File: src/rtl/avsddac_seq_ctrl_if.sv
// -----------------------------------------------------------------------------
// avsddac_seq_ctrl_if
//
// Write port of the avsddac multi-channel sequencer. It is a valid/ready
// channel that carries a channel index and the code for that channel's shadow
// register.
//
// Parameters
//   NCH    number of DAC channels; sets the width of wr_ch
//   WIDTH  code width per channel
//
// Signals
//   wr_valid  master -> slave  write request
//   wr_ready  slave  -> master write accepted when wr_valid && wr_ready
//   wr_ch     master -> slave  target channel, max(1, clog2(NCH)) bits
//   wr_code   master -> slave  code for the shadow register
// -----------------------------------------------------------------------------
interface avsddac_seq_ctrl_if #(
    parameter int NCH   = 4,
    parameter int WIDTH = 10
);
    localparam int CHW = (NCH > 1) ? $clog2(NCH) : 1;

    logic             wr_valid;
    logic             wr_ready;
    logic [CHW-1:0]   wr_ch;
    logic [WIDTH-1:0] wr_code;

    modport master (
        output wr_valid,
        output wr_ch,
        output wr_code,
        input  wr_ready
    );

    modport slave (
        input  wr_valid,
        input  wr_ch,
        input  wr_code,
        output wr_ready
    );
endinterface

File: src/rtl/avsddac_seq_ctrl.sv
// -----------------------------------------------------------------------------
// avsddac_seq_ctrl
//
// Multi-channel sequencer for avsddac-style DAC instances. The core writes
// codes into per-channel shadow registers through a valid/ready port. A load
// strobe (ldac) commits all shadow codes to the outputs together, which gives
// LDAC semantics. The outputs are one WIDTH-bit code per channel and feed the
// avsddac D inputs.
//
// Build option
//   DAC_RAMP_EN  defined:   after a commit, every output moves toward its new
//                           code by at most STEP per clock (slew-limited ramp).
//                undefined: a commit loads the outputs directly. There is no
//                           ramp, busy stays 0 and STEP has no effect.
//
// Parameters
//   NCH    number of channels (>= 1)
//   WIDTH  code width per channel; full scale is 2**WIDTH-1
//   STEP   largest code change per clock per channel while ramping
//
// Ports
//   CLK       in   system clock; all logic is on the rising edge
//   reset     in   synchronous, active-high reset
//   wr        if   write port (slave modport): wr_valid/wr_ready/wr_ch/wr_code
//   ldac      in   commits all shadow codes to the outputs
//   d_out     out  channel i code at [i*WIDTH +: WIDTH]; always registered
//   busy      out  a ramp is in progress
//   upd_done  out  one-cycle pulse when all outputs reach the committed codes
//   wr_err    out  one-cycle pulse after an accepted write to a channel >= NCH
// -----------------------------------------------------------------------------
module avsddac_seq_ctrl #(
    parameter int NCH   = 4,
    parameter int WIDTH = 10,
    parameter int STEP  = 8
) (
    input  logic                 CLK,
    input  logic                 reset,
    avsddac_seq_ctrl_if.slave    wr,
    input  logic                 ldac,
    output logic [NCH*WIDTH-1:0] d_out,
    output logic                 busy,
    output logic                 upd_done,
    output logic                 wr_err
);
    localparam int           CHW     = (NCH > 1) ? $clog2(NCH) : 1;
    // One extra bit so that a NCH equal to a power of two can be compared.
    localparam logic [CHW:0] NCH_LIM = (CHW+1)'(NCH);

    localparam logic [1:0] IDLE = 2'd0;
    localparam logic [1:0] RAMP = 2'd1;
    localparam logic [1:0] DONE = 2'd2;

    logic [1:0]       state_q, state_d;
    logic [WIDTH-1:0] shadow_q [NCH];
    logic [WIDTH-1:0] shadow_d [NCH];
    logic [WIDTH-1:0] target_q [NCH];
    logic [WIDTH-1:0] target_d [NCH];
    logic [WIDTH-1:0] cur_q    [NCH];
    logic [WIDTH-1:0] cur_d    [NCH];
    logic             wr_err_q, wr_err_d;

    logic             wr_fire;
    logic             bad_ch;
    logic             all_done;

    // Moves cur toward tgt by at most STEP. The difference uses WIDTH+1 signed
    // bits so it cannot wrap. The result always lies between cur and tgt, so
    // it stays inside the code range.
    function automatic logic [WIDTH-1:0] step_toward(
        input logic [WIDTH-1:0] cur,
        input logic [WIDTH-1:0] tgt
    );
        logic signed [WIDTH:0] diff;
        logic signed [WIDTH:0] lim;
        lim  = (WIDTH+1)'(STEP);
        diff = $signed({1'b0, tgt}) - $signed({1'b0, cur});
        if (diff > lim) begin
            step_toward = cur + WIDTH'(STEP);
        end else if (diff < -lim) begin
            step_toward = cur - WIDTH'(STEP);
        end else begin
            step_toward = tgt;
        end
    endfunction

    // The write port can always take data except during reset.
    assign wr.wr_ready = !reset;

    // Shadow write path. The FSM below reads shadow_d, so a write and an ldac
    // in the same cycle commit the new code.
    always_comb begin
        wr_fire  = wr.wr_valid && !reset;
        bad_ch   = ({1'b0, wr.wr_ch} >= NCH_LIM);
        shadow_d = shadow_q;
        if (wr_fire && !bad_ch) begin
            for (int i = 0; i < NCH; i++) begin
                if (wr.wr_ch == CHW'(i)) begin
                    shadow_d[i] = wr.wr_code;
                end
            end
        end
        wr_err_d = wr_fire && bad_ch;
    end

    // Commit / ramp sequencing
    always_comb begin
        state_d  = state_q;
        target_d = target_q;
        cur_d    = cur_q;
        all_done = 1'b1;
`ifdef DAC_RAMP_EN
        case (state_q)
            IDLE: begin
                if (ldac) begin
                    target_d = shadow_d;
                    state_d  = RAMP;
                end
            end
            RAMP: begin
                for (int i = 0; i < NCH; i++) begin
                    cur_d[i] = step_toward(cur_q[i], target_q[i]);
                    if (cur_d[i] != target_q[i]) begin
                        all_done = 1'b0;
                    end
                end
                // A new ldac changes the target without restarting the ramp.
                // This edge still steps toward the old target.
                if (ldac) begin
                    target_d = shadow_d;
                end else if (all_done) begin
                    state_d = DONE;
                end
            end
            DONE: begin
                if (ldac) begin
                    target_d = shadow_d;
                    state_d  = RAMP;
                end else begin
                    state_d = IDLE;
                end
            end
            default: begin
                state_d = IDLE;
            end
        endcase
`else
        // Without the ramp a commit loads the outputs on the ldac edge, and
        // upd_done follows in the next cycle.
        case (state_q)
            IDLE, DONE: begin
                if (ldac) begin
                    target_d = shadow_d;
                    cur_d    = shadow_d;
                    state_d  = DONE;
                end else begin
                    state_d = IDLE;
                end
            end
            RAMP: begin
                state_d = IDLE;
            end
            default: begin
                state_d = IDLE;
            end
        endcase
`endif
    end

    always_ff @(posedge CLK) begin
        if (reset) begin
            state_q  <= IDLE;
            wr_err_q <= 1'b0;
            for (int i = 0; i < NCH; i++) begin
                shadow_q[i] <= '0;
                target_q[i] <= '0;
                cur_q[i]    <= '0;
            end
        end else begin
            state_q  <= state_d;
            wr_err_q <= wr_err_d;
            for (int i = 0; i < NCH; i++) begin
                shadow_q[i] <= shadow_d[i];
                target_q[i] <= target_d[i];
                cur_q[i]    <= cur_d[i];
            end
        end
    end

    // Output mapping
    always_comb begin
        d_out = '0;
        for (int i = 0; i < NCH; i++) begin
            d_out[i*WIDTH +: WIDTH] = cur_q[i];
        end
    end

`ifdef DAC_RAMP_EN
    assign busy = (state_q == RAMP);
`else
    assign busy = 1'b0;
`endif
    assign upd_done = (state_q == DONE);
    assign wr_err   = wr_err_q;

endmodule

File: src/flat_wrapper.sv
// flat-port wrapper written by rule: the top's interface ports become plain ports
module avsddac_seq_ctrl_flat 
#(
    parameter int NCH   = 4,
    parameter int WIDTH = 10,
    parameter int STEP  = 8
)
  (CLK, reset, ldac, d_out, busy, upd_done, wr_err, wr_wr_valid, wr_wr_ch, wr_wr_code, wr_wr_ready);
  avsddac_seq_ctrl_if #(.NCH(NCH), .WIDTH(WIDTH)) wr_i ();
  input  logic CLK;
  input  logic reset;
  input  logic ldac;
  output logic [NCH*WIDTH-1:0] d_out;
  output logic busy;
  output logic upd_done;
  output logic wr_err;
  input wire logic [$bits(wr_i.wr_valid)-1:0] wr_wr_valid;
  input wire logic [$bits(wr_i.wr_ch)-1:0] wr_wr_ch;
  input wire logic [$bits(wr_i.wr_code)-1:0] wr_wr_code;
  output wire logic [$bits(wr_i.wr_ready)-1:0] wr_wr_ready;
  assign wr_i.wr_valid = wr_wr_valid;
  assign wr_i.wr_ch = wr_wr_ch;
  assign wr_i.wr_code = wr_wr_code;
  assign wr_wr_ready = wr_i.wr_ready;
  avsddac_seq_ctrl #(.NCH(NCH), .WIDTH(WIDTH), .STEP(STEP)) u_core (.CLK(CLK), .reset(reset), .wr(wr_i), .ldac(ldac), .d_out(d_out), .busy(busy), .upd_done(upd_done), .wr_err(wr_err));
endmodule
File: config.mk
export PLATFORM = sky130hd
export DESIGN_NAME = avsddac_seq_ctrl_flat
export DESIGN_NICKNAME = d
export VERILOG_FILES = /design/src/rtl/avsddac_seq_ctrl_if.sv /design/src/rtl/avsddac_seq_ctrl.sv /design/src/flat_wrapper.sv
export SDC_FILE = /design/constraint.sdc
export NUM_CORES = 1
export LEC_CHECK = 0
export BUFFER_PORTS_ARGS = -buffer_cell sky130_fd_sc_hd__buf_2
export CORE_MARGIN = 8
export CORE_UTILIZATION = 53
export CTS_CLUSTER_DIAMETER = 60
export DETAILED_ROUTE_END_ITERATION = 12
export PLACE_DENSITY = 0.86
export SLEW_MARGIN = 20
export SYNTH_ARGS = -nofsm -noshare
export SYNTH_HDL_FRONTEND = slang
export SYNTH_SLANG_ARGS = --single-unit
File: constraint.sdc
create_clock -name CLK -period 1.5 [get_ports CLK]
set_input_delay 0.45 -clock CLK [delete_from_list [all_inputs] [get_ports CLK]]
set_output_delay 0.45 -clock CLK [all_outputs]
set_load 0.05 [all_outputs]
Word level (Yosys, flattened, before mapping)
Cells that the tools add are included.

Eq/ne operators: 4. Mux-type cells: 6. Bitwise logic cells: 1. Reductions and logical operators: 7.

Operator list (count): $mux W10 (4); $mux W40 (1); $eq A2 B2 Y1 const B (3); $logic_not A2 Y1 (2); $reduce_or A2 Y1 (2); $eq A2 B1 Y1 const B (1); $mux W2 (1); $reduce_and A2 Y1 (1); $logic_and A1 B1 Y1 (1); $logic_not A1 Y1 (1); $not A1 Y1 (1).

Flip-flop bits (word level): 82. Bits of input ports: 16. Output and inout port bits: 44.

Longest topological paths before layout
Gate-level depths: netlist (run 1).

Depth in word-level cells: 4. Mapped depth: 4. Depth with buffers taken out: 3.

Least setup slack after synthesis (run 1)
OpenSTA, ideal clock, no wires.

Kind: input -> output. From: in reset. To: out wr_wr_ready. Data arrival time: 1117 ps. Data required time: 1050 ps. Path slack: -67 ps. Cell stages on the path: 3. Buffers on the path: 2. Cell sequence: buf_4 -> clkbuf_1 -> inv_1.

Word-level cells in the longest chain between the ends: 1.

Ends and longest elaborated chain: from (decl) (RTL line flat_wrapper.sv:11) `input logic reset;`; $logic_not A1 Y1 (RTL line avsddac_seq_ctrl.sv:87) `assign wr.wr_ready = !reset;`; to (decl) (RTL line flat_wrapper.sv:20) `output wire logic [$bits(wr_i.wr_ready)-1:0] wr_wr_ready;`.

No other way between the ends.

Worst setup path in the final report (run 1)
Same ends and word-level chain as after synthesis.

==> results.txt, run 1 <==
TritonCTS Buffers = 9
initial antenna violation count = 0
first-pass GRT wire length = 9670 µm
CTS H-Tree Depth = 3
Clock Latency Late Sink = 350 ps
Leak Pwr = 1.46 nW
sequential power share = 49.2%
IO Count = 60
CP endpoint = wr_wr_ready
Syn Inst Count = 272
Post-DP HPWL = 4130 µm
Synth Area in Adders = 0%
Clock Sinks = 81
crit share post-route = 96.6%
GRT Util Overall = 16.4%
die area = 0.00798 mm²
Clock transition at path regs = 80 ps
FMAX = 690 MHz
Hold Vio Cnt, Final = 0
max-cap violations = 0
Finished Layout Cells = 400
DR WL/cell = 15.8 µm
critical path launch point = reset
cell row count = 26
Net count, final = 341
Synth Cell Area = 0.00285 mm²
Ys Warns = 0
Synth area leaders = dfxtp_1, mux2i_1, nor2_1, a211oi_1, buf_6
Die Ht = 89.4 µm
Data required, critical path = 1050 ps
Worst Skew = 6.95 ps
Most used DFF post-synth = dfxtp_1
Clk pwr share = 38.1%
Antenna Violating Nets Remaining = 0
Residual DRC = 0
leading area contributor after synthesis = dfxtp_1
mux contribution to synthesized area = 14.0%
RSZ-0062 raised after global routing = no
simple-gate area share of the yosys netlist = 12.5%
Synth top area share = 56.9%
Synth cell types = 16
count of final setup violators = 0
largest family of logic cells by synthesized area = multiplexers
r2r endpoint = u_core.d_out[5]
RR Startpoint = u_core.shadow_q[35]
Critical Path AT = 1000 ps
switching share of power = 27.5%
CTS tree = done
Setup WS pre-CTS = -115 ps
Worst Path Max Fanout = 6
Logic pwr share = 12.6%
sequential area share after synthesis = 56.9%
Final min period = 1450 ps
Placed Cells = 384
crit path kind = input pin to output port
RD Place Congestion = 0.703
Die Wd = 89.4 µm
Critical Path Source Type = input pin
largest net degree at the start of global routing = 81
Post-CTS Setup Inserts = 0
final non-filler cell area = 0.00342 mm²
Final Max Tran Viols = 0
status = completed
Vias = 2,066
R2R setup slack = 710 ps
P_int = 0.00334 W
pwr/cell area = 1350 mW/mm²
Syn Area/Cell = 10.5 µm²
Reg2Reg Depth = 2
CORE AREA = 0.00514 mm²
Peak VDD IR = 0.968 mV
Placed Instance Area = 0.00319 mm²
multi-input gate area in the final layout = 0.00107 mm²
Starting Density = 55.5%
Layout area overhead = 19.9%
layout cells sized above 1 = 26.1%
grt ovf = 0
FF+latch area = 0.00162 mm²
number of synthesized flops with an enable pin = 0
via count of the first global-routing pass = 1,943
Layout fillers = 448
xor/xnor cell area share of the yosys netlist = 0%
final hold slack = 328 ps
HP Class = input pin to register
post-synthesis compound-gate area fraction = 10.7%
power after layout = 0.00460 W
vias per cell = 5.17
clk buf depth = 2
FF+latch count, synth = 81
Async SR Flop Fraction = 0%
diodes inserted = 0
Iter 0 DRT Violations = 131
port buffer count = 57
Psw = 0.00127 W
Initial DRT Pass Iterations = 4
PnR worst setup slack = 50.8 ps
crit end category = output port
wirelength, routed = 6300 µm
clk root buf = clkbuf_8
==> routing by layer <==
metal,vias to the layer above,routed length [µm],global-route usage [%],part of all wire [%]
li1,1034,-,-,-
met1,964,2830,20.0,45
met3,13,421,4.87,6.7
met5,-,0,0,0
met2,55,2930,25.6,46
met4,0,125,8.76,2.0
==> cells in the final DEF, fill, tap and decap left out <==
master | Yosys | layout
and4bb_2 | 2 | 2
nor4b_2 | 1 | 1
inv_2 | 0 | 1
bufinv_16 | 0 | 2
nand4b_1 | 1 | 1
clkinvlp_4 | 0 | 1
buf_2 | 0 | 56
clkinv_4 | 0 | 3
buf_12 | 0 | 5
a211oi_1 | 39 | 39
mux2i_1 | 40 | 40
clkbuf_4 | 0 | 1
inv_6 | 0 | 1
conb_1 | 1 | 2
clkbuf_8 | 0 | 9
nor2_1 | 80 | 80
dfxtp_1 | 81 | 81
buf_4 | 4 | 3
a211oi_2 | 1 | 1
nor2b_1 | 1 | 1
==> registers in the layout, indices dropped and copies added, names as in the netlist <==
name	cells
u_core.d_out	40
u_core.state_q	1
u_core.shadow_q	40
==> worst max-delay path: stages <==
cell	delay (ps)
buf_2	130
buf_4	160
inv_2	40
clkbuf_4	210
==> worst min path at each step <==
| stage | start | endpoint | slack, ps | cells past startpoint |
|---|---|---|---|---|
| detailed placement | u_core.d_out[11] | u_core.d_out[11] | 480 | 2 |
| finish | reset | u_core.state_q[1] | 330 | 2 |
| floorplan | u_core.shadow_q[10] | u_core.shadow_q[10] | 460 | 2 |
| global placement | u_core.d_out[10] | u_core.d_out[10] | 470 | 2 |
| CTS | reset | u_core.state_q[1] | 310 | 2 |
| global route | reset | u_core.state_q[1] | 330 | 2 |
==> repair_timing <==
| action | 4_1_cts | 5_1_grt |
|---|---|---|
| hold buffers | 0 | 0 |
| setup endpoints to repair | 0 | 1 |
| gates resized for setup | 0 | 1 |
| endpoints found under the hold margin | 0 | 0 |
==> final cells by class <==
class / count / share of cell area, %
Clock buffer: 9 / 3.62
Clock inverter: 7 / 3.00
Inverter: 1 / 0.110
Multi-Input combinational cell: 167 / 31.3
Sequential cell: 81 / 47.4
Tap cell: 70 / 2.56
Timing Repair Buffer: 65 / 12.0
==> cells in the mapped netlist (2+ instances only) <==
cell type,count
clkbuf_1,12
dfxtp_1,81
mux2i_1,40
and4bb_2,2
nor2_1,80
buf_4,4
buf_6,5
a211oi_1,39
dlygate4sd1_1,2
==> metrics by stage <==
step | utilization, % | TNS [ps]
after global routing | 66.5 | 0
after CTS | 66.5 | 0
after detailed placement | 62.0 | -1990
after global placement | 62.0 | -886
final | 66.5 | 0
after floorplan | - | 0
==> power by group through the flow <==
stage,clock network [W],registers (W),logic (W)
after floorplan,0,0.00253,0.000218
after global placement,0,0.00231,0.000569
after detailed placement,0,0.00232,0.000581
after CTS,0.00178,0.00227,0.000584
after global routing,0.00186,0.00228,0.000619
final,0.00176,0.00227,0.000580
==> kinds of logic after synthesis <==
group	count (synthesis)
other	1
muxes	40
AOI/OAI and AO/OA	40
buffers and inverters	25
and+or+nand+nor	85
DFF	81
No activity file was read; power rests on OpenSTA's default activity.
==> run 2: changes to the inputs <==
==> constraint.sdc (replaced) <==
create_clock -name CLK -period 1.5 [get_ports CLK]
set_input_delay 0.075 -clock CLK [delete_from_list [all_inputs] [get_ports CLK]]
set_output_delay 0.075 -clock CLK [all_outputs]
set_load 0.05 [all_outputs]
==> results.txt, run 2 (synthesis gave the netlist of run 1 again) <==
status = completed
Antenna Violating Nets Remaining = 0
Worst Path Max Fanout = 2
Clock Sinks = 81
HP Class = input pin to register
RR Startpoint = u_core.shadow_q[23]
first-pass GRT wire length = 9470 µm
GRT Util Overall = 15.9%
FMAX = 943 MHz
Worst Skew = 3.68 ps
CP endpoint = d_out[17]
Hold Vio Cnt, Final = 0
crit path kind = register to output port
Starting Density = 55.5%
max-cap violations = 0
Peak VDD IR = 0.772 mV
IO Count = 60
post-CTS resize count = 0
Die Wd = 89.4 µm
Critical Path Source Type = register
commonest non-fill, non-tap cell in the layout = dfxtp_1
vias per cell = 5.10
diodes inserted = 0
layout cells sized above 1 = 24.2%
Worst Hold Depth = 3
CTS tree = done
RD Place Congestion = 0.712
sequential power share = 50.5%
Iter 0 DRT Violations = 116
largest net degree at the start of global routing = 82
die area = 0.00798 mm²
count of final setup violators = 0
Clock transition at path regs = 70 ps
wirelength, routed = 5920 µm
hold buffer count at CTS = 0
pwr/cell area = 1350 mW/mm²
Layout fillers = 456
grt ovf = 0
port buffer count = 57
P_int = 0.00335 W
Vias = 2,018
cell chain of the critical path = buf_2
Initial DRT Pass Iterations = 4
via count of the first global-routing pass = 1,891
Slew Limit Headroom = 61.7%
worst-margin pin slew = 574 ps
Clk pwr share = 37.2%
Final Max Tran Viols = 0
CORE AREA = 0.00514 mm²
switching share of power = 25.6%
Post-DP HPWL = 3930 µm
Net count, final = 338
Crit path max-delay family = flip-flops
CP max stage cell = dfxtp_1
Reg2Reg Depth = 2
initial antenna violation count = 0
setup TNS = 0 ps
largest stage delay on the critical path = 370 ps
Layout area overhead = 16.7%
Final min period = 1060 ps
WP depth = 1
DR WL/cell = 15.0 µm
Die Ht = 89.4 µm
Psw = 0.00115 W
Leak Pwr = 1.42 nW
WP buf/inv = 1
Data required, critical path = 1420 ps
Logic pwr share = 12.4%
cell row count = 26
crit end category = output port
commonest non-fill, non-tap cells in the layout = dfxtp_1, nor2_1, buf_2
power after layout = 0.00450 W
R2R setup slack = 720 ps
TritonCTS Buffers = 9
RSZ-0062 raised after global routing = no
Clock Latency Late Sink = 340 ps
clk buf depth = 2
crit share post-route = 70.7%
Critical Path AT = 990 ps
r2r endpoint = u_core.d_out[13]
CTS H-Tree Depth = 3
Post-CTS Setup Inserts = 0
Residual DRC = 0
critical path launch point = u_core.d_out[17]
clk root buf = clkbuf_8
-- run 2: power groups by stage --
stage | logic [W] | clock network, W | registers, W
floorplan | 0.000218 | 0 | 0.00253
global placement | 0.000550 | 0 | 0.00232
detailed placement | 0.000560 | 0 | 0.00232
CTS | 0.000561 | 0.00171 | 0.00227
global route | 0.000594 | 0.00182 | 0.00228
finish | 0.000555 | 0.00167 | 0.00227
-- run 2: final cells by class --
type	instances	area [µm²]	area share [%]
clock buffer	12	145	4.36
tap	70	87.6	2.63
timing repair buffer	62	335	10.1
multi-input combinational	167	1070	32.1
clock inverter	3	65.1	1.96
sequential	81	1620	48.7
inverter	1	3.75	0.113
-- run 2: metal layers --
| metal | vias up | global-route usage, % | part of all wire, % |
|---|---|---|---|
| met5 | - | 0 | 0 |
| met4 | 0 | 8.16 | 1.8 |
| met3 | 12 | 3.95 | 6.5 |
| met2 | 62 | 23.2 | 44 |
| met1 | 919 | 21.1 | 47 |
| li1 | 1025 | - | - |
-- run 2: how the worst min path moves through the flow --
stage | start | end
4_1_cts | wr_wr_code[6] | u_core.shadow_q[6]
2_1_floorplan | wr_wr_code[0] | u_core.shadow_q[0]
3_3_place_gp | wr_wr_code[9] | u_core.shadow_q[9]
6_report | wr_wr_code[6] | u_core.shadow_q[6]
3_5_place_dp | wr_wr_code[6] | u_core.shadow_q[6]
5_1_grt | wr_wr_code[9] | u_core.shadow_q[9]
-- run 2: worst min-delay path: cells and delay by family --
family,cells,cell delay [ps]
buffers and inverters,1,130
muxes,1,90
and+or+nand+nor,1,80
-- run 2: metrics by stage --
step	util [%]	worst slack, ps	area (µm²)	instances	hold slack (ps)
after floorplan	-	484	2860	273	239
after global placement	60.6	187	3120	381	401
after detailed placement	60.6	154	3120	381	416
after CTS	64.7	427	3330	396	52.5
after global routing	64.7	384	3330	396	71.3
final	64.7	440	3330	396	63.3
==> run 3: changes to the inputs <==
clock period = 1.1 ns   (was 1.5 ns; I/O delays follow)
==> results.txt, run 3 (synthesis gave the netlist of run 1 again) <==
busiest grt layer = met2
Layout fillers = 458
GR met3 Demand/Resource = 5.79%
GRT Util Overall = 16.5%
RR Startpoint = u_core.shadow_q[27]
Vias = 2,069
Critical Path Source Type = register
Worst Path Max Fanout = 2
CTS H-Tree Depth = 3
critical path launch point = u_core.d_out[4]
CP max stage cell = dfxtp_1
Post-DP HPWL = 4110 µm
crit path kind = register to output port
Residual DRC = 0
Die Wd = 89.4 µm
Leak Pwr = 1.43 nW
max-cap violations = 0
layout cells sized above 1 = 24.9%
r2r endpoint = u_core.d_out[17]
port buffer count = 57
Finished Layout Cells = 399
M1 GR Usage = 20.6%
WP depth = 1
crit end category = output port
FF+latch area = 0.00162 mm²
pwr/cell area = 1730 mW/mm²
post-CTS resize count = 0
CTS tree = done
Crit path max-delay family = flip-flops
Antenna Violating Nets Remaining = 0
cell row count = 26
TritonCTS Buffers = 9
Layout area overhead = 16.8%
Clock Sinks = 81
Net count, final = 340
commonest non-fill, non-tap cell in the layout = dfxtp_1
commonest non-fill, non-tap cells in the layout = dfxtp_1, nor2_1, buf_2
cell chain of the critical path = buf_2
Core Util, Final = 64.8%
Die Ht = 89.4 µm
setup TNS = 0 ps
count of final setup violators = 0
initial antenna violation count = 0
Data required, critical path = 1040 ps
Critical Path AT = 990 ps
via count of the first global-routing pass = 2,069
R2R setup slack = 330 ps
Iter 0 DRT Violations = 122
grt ovf = 0
diodes inserted = 0
WP buf/inv = 1
Hold Vio Cnt, Final = 0
clk buf depth = 2
clk root buf = clkbuf_8
largest stage delay on the critical path = 360 ps
hold buffer count at CTS = 0
Peak VDD IR = 1.16 mV
Slew Limit Headroom = 61.9%
HP Class = input pin to register
Final Max Tran Viols = 0
status = completed
Clock transition at path regs = 70 ps
vias per cell = 5.19
worst-margin pin slew = 571 ps
Post-CTS Setup Inserts = 0
Final min period = 1040 ps
CORE AREA = 0.00514 mm²
DR WL/cell = 15.3 µm
multi-input gate area in the final layout = 0.00107 mm²
RSZ-0062 raised after global routing = no
Starting Density = 55.5%
Reg2Reg Depth = 2
RD Place Congestion = 0.718
crit share post-route = 94.6%
die area = 0.00798 mm²
first-pass GRT wire length = 9850 µm
met2 usage = 25.1%
IO Count = 60
Placed Cells = 383
Initial DRT Pass Iterations = 5
CP endpoint = d_out[4]
FMAX = 961 MHz
Clock Latency Late Sink = 340 ps
wirelength, routed = 6100 µm
Worst Skew = 3.87 ps
largest net degree at the start of global routing = 82
worst hold start = wr_wr_code[9]
## run 3: cell types whose count changed in the layout (fill, tap and decap cells not counted)
| cell | before | now |
|---|---|---|
| clkbuf_8 | 10 | 11 |
| clkinv_2 | 1 | 3 |
| buf_12 | 1 | 3 |
| bufinv_16 | 2 | 0 |
## run 3: worst min path at each step
stage / slack, ps / depth (start not counted) / to
after floorplan: 220 / 2 / u_core.shadow_q[0]
after detailed placement: 400 / 3 / u_core.shadow_q[9]
after global routing: 40 / 3 / u_core.shadow_q[9]
after CTS: 30 / 3 / u_core.shadow_q[9]
after global placement: 380 / 3 / u_core.shadow_q[9]
final: 40 / 3 / u_core.shadow_q[9]
## run 3: layout make-up
cell class	count	area share, %
Sequential cell	81	48.7
Multi-Input combinational cell	167	32.1
Timing Repair Buffer	64	11.3
Clock buffer	13	4.77
Tap cell	70	2.63
Clock inverter	3	0.451
Inverter	1	0.113
## run 3: worst register-to-register path: cells and delay by family, from the launching register on
family / cells / cell delay [ps]
flip-flops: 1 / 310
AO/OA/AOI/OAI: 1 / 290
multiplexers: 1 / 80
## run 3: report_power, final
group | total [W] | switching (W) | internal [W]
logic | 0.000770 | 0.000572 | 0.000198
registers | 0.00309 | 0.0000484 | 0.00305
clock network | 0.00191 | 0.000973 | 0.000934
total | 0.00577 | 0.00159 | 0.00418
## run 3: layer usage
layer | up-vias | wire, µm
li1 | 1031 | -
met1 | 965 | 2770
met2 | 63 | 2780
met3 | 10 | 473
met4 | 0 | 78
met5 | - | 0
## run 3: through the flow
stage | hold slack (ps) | cell area, µm² | power (W) | setup WS (ps)
2_1_floorplan | 219 | 2860 | 0.00374 | 104
3_3_place_gp | 379 | 3160 | 0.00392 | -96.0
3_5_place_dp | 395 | 3160 | 0.00393 | -143
4_1_cts | 28.0 | 3330 | 0.00581 | 55.0
5_1_grt | 44.1 | 3330 | 0.00601 | 20.3
6_report | 36.1 | 3330 | 0.00577 | 59.5
